===== src/rtl/mem_port_arbiter_if.sv =====
// Fetch, data and memory buses seen by the shared-port arbiter.
// master is the arbiter side, slave is the requester/memory side.
interface mem_port_arbiter_if #(
    parameter int DATAW = 32,
    parameter int ADDRW = 32
);
    logic             if_req_valid;
    logic             if_req_ready;
    logic [ADDRW-1:0] if_addr;
    logic             if_resp_valid;
    logic [DATAW-1:0] if_resp_data;

    logic             d_req_valid;
    logic             d_req_ready;
    logic [ADDRW-1:0] d_addr;
    logic             d_rw;
    logic [1:0]       d_size;
    logic [DATAW-1:0] d_wdata;
    logic             d_resp_valid;
    logic [DATAW-1:0] d_resp_data;

    logic             m_req_valid;
    logic             m_req_ready;
    logic [ADDRW-1:0] m_addr;
    logic             m_rw;
    logic [1:0]       m_size;
    logic [DATAW-1:0] m_wdata;
    logic             m_resp_valid;
    logic [DATAW-1:0] m_resp_data;

    modport master (
        input  if_req_valid, if_addr,
        input  d_req_valid, d_addr, d_rw, d_size, d_wdata,
        input  m_req_ready, m_resp_valid, m_resp_data,
        output if_req_ready, if_resp_valid, if_resp_data,
        output d_req_ready, d_resp_valid, d_resp_data,
        output m_req_valid, m_addr, m_rw, m_size, m_wdata
    );

    modport slave (
        output if_req_valid, if_addr,
        output d_req_valid, d_addr, d_rw, d_size, d_wdata,
        output m_req_ready, m_resp_valid, m_resp_data,
        input  if_req_ready, if_resp_valid, if_resp_data,
        input  d_req_ready, d_resp_valid, d_resp_data,
        input  m_req_valid, m_addr, m_rw, m_size, m_wdata
    );
endinterface


===== src/rtl/mem_port_arbiter.sv =====
// Shares one single-ported memory between fetch and data requesters:
// data priority, bounded fetch starvation, one transaction in flight.
module mem_port_arbiter #(
    parameter int DATAW        = 32,
    parameter int ADDRW        = 32,
    parameter int STARVE_LIMIT = 4
) (
    input  logic                clock,
    input  logic                reset,
    mem_port_arbiter_if.master  bus,
    output logic                busy
);
    localparam int CW = (STARVE_LIMIT > 0) ? $clog2(STARVE_LIMIT + 1) : 1;

    typedef enum logic [1:0] {
        IDLE,
        REQ,
        WAIT
    } state_t;

    state_t        state;
    logic [CW-1:0] starve_cnt;
    logic          owner;

    logic at_limit;
    logic idle;
    logic fetch_win;
    logic data_win;

    assign at_limit  = (starve_cnt == CW'(STARVE_LIMIT));
    assign idle      = (state == IDLE) && !reset;
    assign fetch_win = bus.if_req_valid && (!bus.d_req_valid || at_limit);
    assign data_win  = bus.d_req_valid && !fetch_win;

    assign bus.if_req_ready = idle && fetch_win;
    assign bus.d_req_ready  = idle && data_win;
    assign busy             = (state != IDLE);

    always_ff @(posedge clock) begin
        bus.if_resp_valid <= 1'b0;
        bus.d_resp_valid  <= 1'b0;
        if (reset) begin
            state            <= IDLE;
            starve_cnt       <= '0;
            owner            <= 1'b0;
            bus.m_req_valid  <= 1'b0;
            bus.m_addr       <= {ADDRW{1'b0}};
            bus.m_rw         <= 1'b0;
            bus.m_size       <= 2'b00;
            bus.m_wdata      <= {DATAW{1'b0}};
            bus.if_resp_data <= {DATAW{1'b0}};
            bus.d_resp_data  <= {DATAW{1'b0}};
        end else begin
            unique case (state)
                IDLE: begin
                    if (fetch_win) begin
                        state           <= REQ;
                        owner           <= 1'b0;
                        starve_cnt      <= '0;
                        bus.m_req_valid <= 1'b1;
                        bus.m_addr      <= bus.if_addr;
                        bus.m_rw        <= 1'b0;
                        bus.m_size      <= 2'b10;
                        bus.m_wdata     <= {DATAW{1'b0}};
                    end else if (data_win) begin
                        state           <= REQ;
                        owner           <= 1'b1;
                        bus.m_req_valid <= 1'b1;
                        bus.m_addr      <= bus.d_addr;
                        bus.m_rw        <= bus.d_rw;
                        bus.m_size      <= bus.d_size;
                        bus.m_wdata     <= bus.d_wdata;
                        // only a data grant that passes over a waiting fetch counts
                        if (!bus.if_req_valid)
                            starve_cnt <= '0;
                        else if (!at_limit)
                            starve_cnt <= starve_cnt + 1'b1;
                    end
                end
                REQ: begin
                    if (bus.m_req_ready) begin
                        bus.m_req_valid <= 1'b0;
                        state           <= WAIT;
                    end
                end
                WAIT: begin
                    if (bus.m_resp_valid) begin
                        state <= IDLE;
                        if (owner) begin
                            bus.d_resp_valid <= 1'b1;
                            bus.d_resp_data  <= bus.m_rw ? {DATAW{1'b0}}
                                                         : bus.m_resp_data;
                        end else begin
                            bus.if_resp_valid <= 1'b1;
                            bus.if_resp_data  <= bus.m_resp_data;
                        end
                    end
                end
                default: state <= IDLE;
            endcase
        end
    end
endmodule


===== src/flat_wrapper.sv =====
// flat-port wrapper written by rule: the top's interface ports become plain ports
module mem_port_arbiter_flat 
#(
    parameter int DATAW        = 32,
    parameter int ADDRW        = 32,
    parameter int STARVE_LIMIT = 4
)
  (clock, reset, busy, bus_if_req_valid, bus_if_addr, bus_d_req_valid, bus_d_addr, bus_d_rw, bus_d_size, bus_d_wdata, bus_m_req_ready, bus_m_resp_valid, bus_m_resp_data, bus_if_req_ready, bus_if_resp_valid, bus_if_resp_data, bus_d_req_ready, bus_d_resp_valid, bus_d_resp_data, bus_m_req_valid, bus_m_addr, bus_m_rw, bus_m_size, bus_m_wdata);
  mem_port_arbiter_if #(.DATAW(DATAW), .ADDRW(ADDRW)) bus_i ();
  input  logic clock;
  input  logic reset;
  output logic busy;
  input wire logic [$bits(bus_i.if_req_valid)-1:0] bus_if_req_valid;
  input wire logic [$bits(bus_i.if_addr)-1:0] bus_if_addr;
  input wire logic [$bits(bus_i.d_req_valid)-1:0] bus_d_req_valid;
  input wire logic [$bits(bus_i.d_addr)-1:0] bus_d_addr;
  input wire logic [$bits(bus_i.d_rw)-1:0] bus_d_rw;
  input wire logic [$bits(bus_i.d_size)-1:0] bus_d_size;
  input wire logic [$bits(bus_i.d_wdata)-1:0] bus_d_wdata;
  input wire logic [$bits(bus_i.m_req_ready)-1:0] bus_m_req_ready;
  input wire logic [$bits(bus_i.m_resp_valid)-1:0] bus_m_resp_valid;
  input wire logic [$bits(bus_i.m_resp_data)-1:0] bus_m_resp_data;
  output wire logic [$bits(bus_i.if_req_ready)-1:0] bus_if_req_ready;
  output wire logic [$bits(bus_i.if_resp_valid)-1:0] bus_if_resp_valid;
  output wire logic [$bits(bus_i.if_resp_data)-1:0] bus_if_resp_data;
  output wire logic [$bits(bus_i.d_req_ready)-1:0] bus_d_req_ready;
  output wire logic [$bits(bus_i.d_resp_valid)-1:0] bus_d_resp_valid;
  output wire logic [$bits(bus_i.d_resp_data)-1:0] bus_d_resp_data;
  output wire logic [$bits(bus_i.m_req_valid)-1:0] bus_m_req_valid;
  output wire logic [$bits(bus_i.m_addr)-1:0] bus_m_addr;
  output wire logic [$bits(bus_i.m_rw)-1:0] bus_m_rw;
  output wire logic [$bits(bus_i.m_size)-1:0] bus_m_size;
  output wire logic [$bits(bus_i.m_wdata)-1:0] bus_m_wdata;
  assign bus_i.if_req_valid = bus_if_req_valid;
  assign bus_i.if_addr = bus_if_addr;
  assign bus_i.d_req_valid = bus_d_req_valid;
  assign bus_i.d_addr = bus_d_addr;
  assign bus_i.d_rw = bus_d_rw;
  assign bus_i.d_size = bus_d_size;
  assign bus_i.d_wdata = bus_d_wdata;
  assign bus_i.m_req_ready = bus_m_req_ready;
  assign bus_i.m_resp_valid = bus_m_resp_valid;
  assign bus_i.m_resp_data = bus_m_resp_data;
  assign bus_if_req_ready = bus_i.if_req_ready;
  assign bus_if_resp_valid = bus_i.if_resp_valid;
  assign bus_if_resp_data = bus_i.if_resp_data;
  assign bus_d_req_ready = bus_i.d_req_ready;
  assign bus_d_resp_valid = bus_i.d_resp_valid;
  assign bus_d_resp_data = bus_i.d_resp_data;
  assign bus_m_req_valid = bus_i.m_req_valid;
  assign bus_m_addr = bus_i.m_addr;
  assign bus_m_rw = bus_i.m_rw;
  assign bus_m_size = bus_i.m_size;
  assign bus_m_wdata = bus_i.m_wdata;
  mem_port_arbiter #(.DATAW(DATAW), .ADDRW(ADDRW), .STARVE_LIMIT(STARVE_LIMIT)) u_core (.clock(clock), .reset(reset), .bus(bus_i), .busy(busy));
endmodule

===== config.mk =====
export PLATFORM = sky130hd
export DESIGN_NAME = mem_port_arbiter_flat
export DESIGN_NICKNAME = d
export VERILOG_FILES = /design/src/rtl/mem_port_arbiter_if.sv /design/src/rtl/mem_port_arbiter.sv /design/src/flat_wrapper.sv
export SDC_FILE = /design/constraint.sdc
export NUM_CORES = 1
export LEC_CHECK = 0
export CORE_UTILIZATION = 35
export DETAILED_ROUTE_END_ITERATION = 10
export PLACE_DENSITY = 0.75
export SLEW_MARGIN = 20
export SYNTH_ARGS = -nofsm -noshare
export SYNTH_HDL_FRONTEND = slang
export SYNTH_SLANG_ARGS = --single-unit

===== constraint.sdc =====
create_clock -name clock -period 4.25 [get_ports clock]
set_input_delay 0.85 -clock clock [delete_from_list [all_inputs] [get_ports clock]]
set_output_delay 0.85 -clock clock [all_outputs]
set_load 0.05 [all_outputs]

# Word-level counts from Yosys, hierarchy flattened

Index checks and enable logic that the tools add are counted.

Add/sub/neg operators: 1
Equal/unequal tests: 7
Mux-type cells: 25
Bitwise logic cells: 3
Reduce and logical (&&, ||, !) cells: 20

Operators by type and width:

| operator            | count |
|---|---|
| $mux 32             | 5 |
| $reduce_and 3->1    | 5 |
| $mux 2              | 6 |
| $mux 3              | 4 |
| $mux 1              | 8 |
| $pmux 2 s3          | 1 |
| $reduce_bool 2->1   | 3 |
| $logic_and 1x1->1   | 5 |
| $ne 2x2->1 const B  | 2 |
| $add 3x1->3 const B | 1 |
| $eq 3x3->1 const B  | 1 |
| $logic_not 1->1     | 3 |
| $ne 3x1->1 const B  | 1 |
| $ne 3x3->1 const B  | 1 |
| $not 1->1           | 3 |
| $reduce_or 3->1     | 1 |
| $eq 2x1->1 const B  | 1 |
| $eq 2x2->1 const B  | 1 |
| $logic_not 2->1     | 1 |
| $pmux 1 s2          | 1 |
| $reduce_and 2->1    | 1 |
| $logic_or 1x1->1    | 1 |

Bits in registers: 140
Input port bits: 137
Output and inout bits: 137
Logic and storage cells: 68

# Logic depth before layout (Yosys ltp)

Depth in word-level cells: 8
Depth in mapped cells: 7
Gate-level depth less buffers: 5

# Least setup slack after synthesis

No wires, ideal clock.

Kind: in2out
Start: in bus_d_req_valid
End: out bus_d_req_ready
Arrival: 2.468 ns
Setup slack: 0.932 ns
Stages: 5
Cells stage by stage: buf_2 a21boi_4 buf_4 nor2_1 nor4b_2

Word-level cells in the longest chain between the ends: 6

RTL lines:

| what                | line                   | text |
|---|---|---|
| from (decl)         | flat_wrapper.sv:15     | `input wire logic [$bits(bus_i.d_req_valid)-1:0] bus_d_req_valid;` |
| $logic_not 1->1     | mem_port_arbiter.sv:32 | `assign fetch_win = bus.if_req_valid && (!bus.d_req_valid \|\| at_limit);` |
| $logic_or 1x1->1    | mem_port_arbiter.sv:32 |  |
| $logic_and 1x1->1   | mem_port_arbiter.sv:32 |  |
| $logic_not 1->1     | mem_port_arbiter.sv:33 | `assign data_win = bus.d_req_valid && !fetch_win;` |
| $logic_and 1x1->1 * | mem_port_arbiter.sv:33 |  |
| $logic_and 1x1->1 * | mem_port_arbiter.sv:36 | `assign bus.d_req_ready = idle && data_win;` |
| to (decl)           | flat_wrapper.sv:26     | `output wire logic [$bits(bus_i.d_req_ready)-1:0] bus_d_req_ready;` |

Every way passes the cells marked *; elsewhere a longest branch is shown, timed or not.

# Worst setup path after layout

Start: in bus_if_req_valid
End: out bus_if_req_ready

Word-level cells in the longest chain between the ends: 2

RTL lines:

| what              | line                   | text |
|---|---|---|
| from (decl)       | flat_wrapper.sv:13     | `input wire logic [$bits(bus_i.if_req_valid)-1:0] bus_if_req_valid;` |
| $logic_and 1x1->1 | mem_port_arbiter.sv:32 |  |
| $logic_and 1x1->1 | mem_port_arbiter.sv:35 | `assign bus.if_req_ready = idle && fetch_win;` |
| to (decl)         | flat_wrapper.sv:23     | `output wire logic [$bits(bus_i.if_req_ready)-1:0] bus_if_req_ready;` |

Every way passes these cells.

==> results.sh <==
export IMPL_outcome="completed"
export IMPL_start_util=0.360
export IMPL_fill_cells=1438
export IMPL_fin_nets=993
export IMPL_tns_ps=0
export IMPL_syn_num_nets=765
export IMPL_numCtsBuffers=17
export IMPL_postCtsSetupRepairBufs=0
export IMPL_htreeDepth=4
export IMPL_syn_avg_cell_area_um2=9.13
export IMPL_antenna_cells=0
export IMPL_ant_nets=0
export IMPL_avgRoutedWirePerCell_um=17.7
export IMPL_grt_pass1_wl_um=29700
export IMPL_dieHeight_um=130
export IMPL_worstPathArrival_ps=2430
export IMPL_die_w_um=130
export IMPL_fmax_mhz=305
export IMPL_clk_latency_ps=420
export IMPL_ys_types=37
export IMPL_tightestPinTransition_ps=905
export IMPL_dp_hpwl_um=12200
export IMPL_firstDrtPassIters=5
export IMPL_regToRegStartpoint="u_core.starve_cnt[0]$_SDFFE_PP0P_"
export IMPL_antenna_found_initial=0
export IMPL_ys_ff_latch=140
export IMPL_vias=5955
export IMPL_path_clk_slew_ps=60
export IMPL_rrSetupSlack_ps=2300
export IMPL_relSlewSlack=0.395
export IMPL_syn_inst=626
export IMPL_synth_edf_count=0
export IMPL_maxCapViolCount=0
export IMPL_seq_area_um2=2800
export IMPL_p_sw_frac=0.300
export IMPL_hold_start="u_core.bus.if_resp_data[12]$_SDFFE_PP0P_"
export IMPL_track_usage=0.227
export IMPL_post_cts_resized=0
export IMPL_finalHoldViolations=0
export IMPL_rsz0062_at_grt="false"
export IMPL_seq_area_frac_synth=0.491
export IMPL_worstPathMaxFanout=11
export IMPL_holdPathEnd="u_core.bus.if_resp_data[12]$_SDFFE_PP0P_"
export IMPL_worstReg2RegEnd="u_core.bus.m_addr[23]$_SDFFE_PP0P_"
export IMPL_fin_crit_ps=3280
export IMPL_grt_max_degree=73
export IMPL_async_reset_ff_frac=0
export IMPL_synth_top_cell_by_area="dfxtp_1"
export IMPL_ys_warn_count=0
export IMPL_cp_end_kind="output port"
export IMPL_pwr_share_seq=0.380
export IMPL_gp_congestion=0.799
export IMPL_hold_class="reg2reg"
export IMPL_crit_type="in2out"
export IMPL_avgViaCountPerCell=5.50
export IMPL_switching_power_mw=1.12
export IMPL_areaGrowthSynthToFinish_pct=59.9
export IMPL_p_per_area_nw_per_um2=409
export IMPL_finalSetupViolations=0
export IMPL_holdBufCountCts=0
export IMPL_synth_ff_type="dfxtp_1"
export IMPL_synth_top_cells_by_area="dfxtp_1 49%, a21oi_1 8.9%, nor4_1 7.0%, o2111ai_1 5.2%, a22o_1 4.9%"
export IMPL_crit_path_start="bus_if_req_valid"
export IMPL_period_share=0.771
export IMPL_grt_ovfl_total=0
export IMPL_die_area_um2=16800
export IMPL_syn_area_um2=5710
export IMPL_fin_area_um2=9130
export IMPL_combPwrFrac=0.209
export IMPL_drv_slew=0
export IMPL_cts_buffer_depth=2
export IMPL_drt_total_wl_um=19100
export IMPL_cts_tree="done"
export IMPL_port_buffers=273
export IMPL_root_buffer="clkbuf_16"
export IMPL_worstSetupStartpointType="input pin"
export IMPL_dr_first_iter_drc_count=373
export IMPL_grt_pass1_vias=5763
export IMPL_placed_cell_area_um2=8520
export IMPL_clock_sinks=140
export IMPL_reg2reg_depth=6
export IMPL_p_leak_nw=3.05
export IMPL_drc=0
export IMPL_hold_depth=2
export IMPL_core_area_um2=15900
export IMPL_finClkSkew_ps=9.24
export IMPL_vdd_drop_max_mv=0.289
export IMPL_floorplan_rows=46
export IMPL_boundaryPins=274
export IMPL_multi_input_area_um2=2550
export IMPL_crit_required_ps=3400
export IMPL_p_clk_frac=0.411
export IMPL_synth_top_area_share=0.491
export IMPL_p_int_mw=2.61
export IMPL_drive_gt1_frac=0.0819
## cells in the final DEF, fill, tap and decap left out, types with 7 or more instances in the layout
cell             synthesis  routed
a22o_1                  32      32
nand2_1                 68      68
nor4_1                  64      64
a2111oi_2                7       7
clkdlybuf4s50_1          0     269
a2111oi_0               26      26
o2111ai_1               34      34
dfxtp_1                140     140
clkbuf_16                0      17
a21oi_1                102     102
o21ai_0                 36      36
buf_4                    7      17
## stage by stage
step                setup WS, ps  hold WS, ps  instances   util  total power [mW]
floorplan                    932          466        626      -              1.90
global placement             984          442       1051  0.536              2.22
detailed placement          1000          447       1051  0.536              2.23
CTS                          963          455       1083  0.575              3.78
global route                 879          471       1083  0.575              3.89
finish                       974          454       1083  0.575              3.74
## registers in the layout, indices dropped and copies added, names as in the netlist, 2 cells and up
name and flops:
u_core.bus.m_wdata 32, u_core.bus.d_resp_data 32, u_core.bus.m_addr 32, u_core.bus.if_resp_data 32, u_core.state 2, u_core.bus.m_size 2, u_core.starve_cnt 3
## cells by family (layout without fill, tap and decap cells)
| kind of cell | count (synthesis) | count (layout) | share of synthesized area |
|---|---|---|---|
| AO/OA/AOI/OAI | 246 | 246 | 0.295 |
| AND/OR/NAND/NOR | 154 | 154 | 0.144 |
| flip-flops | 140 | 140 | 0.491 |
| buffers and inverters | 84 | 325 | 0.0668 |
| adder cells (fa/ha/maj) | 2 | 2 | 0.00438 |
## worst max path at each step
stage | end | cells after the start | slack (ps)
finish | bus_if_req_ready | 5 | 970
CTS | bus_if_req_ready | 5 | 960
detailed placement | bus_if_req_ready | 5 | 1000
global route | bus_if_req_ready | 5 | 880
global placement | bus_if_req_ready | 5 | 980
floorplan | bus_d_req_ready | 5 | 930
## worst max-delay path, stage by stage
cell and delay, ps:
clkdlybuf4s50_1 710, buf_4 280, nand2_1 90, nor3_1 300
buf_12 190
## layout make-up
type,instances,share of cell area
Clock buffer,17,0.0466
Clock inverter,15,0.0206
Inverter,4,0.00164
Multi-Input combinational cell,402,0.279
Sequential cell,140,0.307
Tap cell,216,0.0296
Timing Repair Buffer,289,0.315
## synth_stat cells, types with 2 or more instances
cell / n
nand2_1: 68
a22o_1: 32
a31oi_1: 2
dfxtp_1: 140
nor4_1: 64
buf_4: 7
buf_2: 25
a2111oi_0: 26
a211oi_1: 3
o2111ai_1: 34
nor3_1: 3
o21ai_0: 36
ha_1: 2
buf_1: 4
clkbuf_1: 42
inv_1: 3
nand4_1: 2
nor2_1: 7
a21oi_1: 102
a2111oi_2: 7
## power groups by stage
stage | registers, mW | logic (mW) | clock network (mW)
6_report | 1.42 | 0.782 | 1.54
5_1_grt | 1.43 | 0.825 | 1.64
4_1_cts | 1.42 | 0.783 | 1.58
3_5_place_dp | 1.45 | 0.779 | 0
3_3_place_gp | 1.45 | 0.778 | 0
2_1_floorplan | 1.66 | 0.244 | 0
## layer usage
| metal | track usage | share of wire | up-vias |
|---|---|---|---|
| met3 | 0.0849 | 0.092 | 12 |
| met1 | 0.269 | 0.41 | 2842 |
| li1 | - | - | 2863 |
| met4 | 0.0746 | 0.0090 | 0 |
| met2 | 0.377 | 0.49 | 238 |
| met5 | 0 | 0 | - |
(Power assumes the default switching activity.)
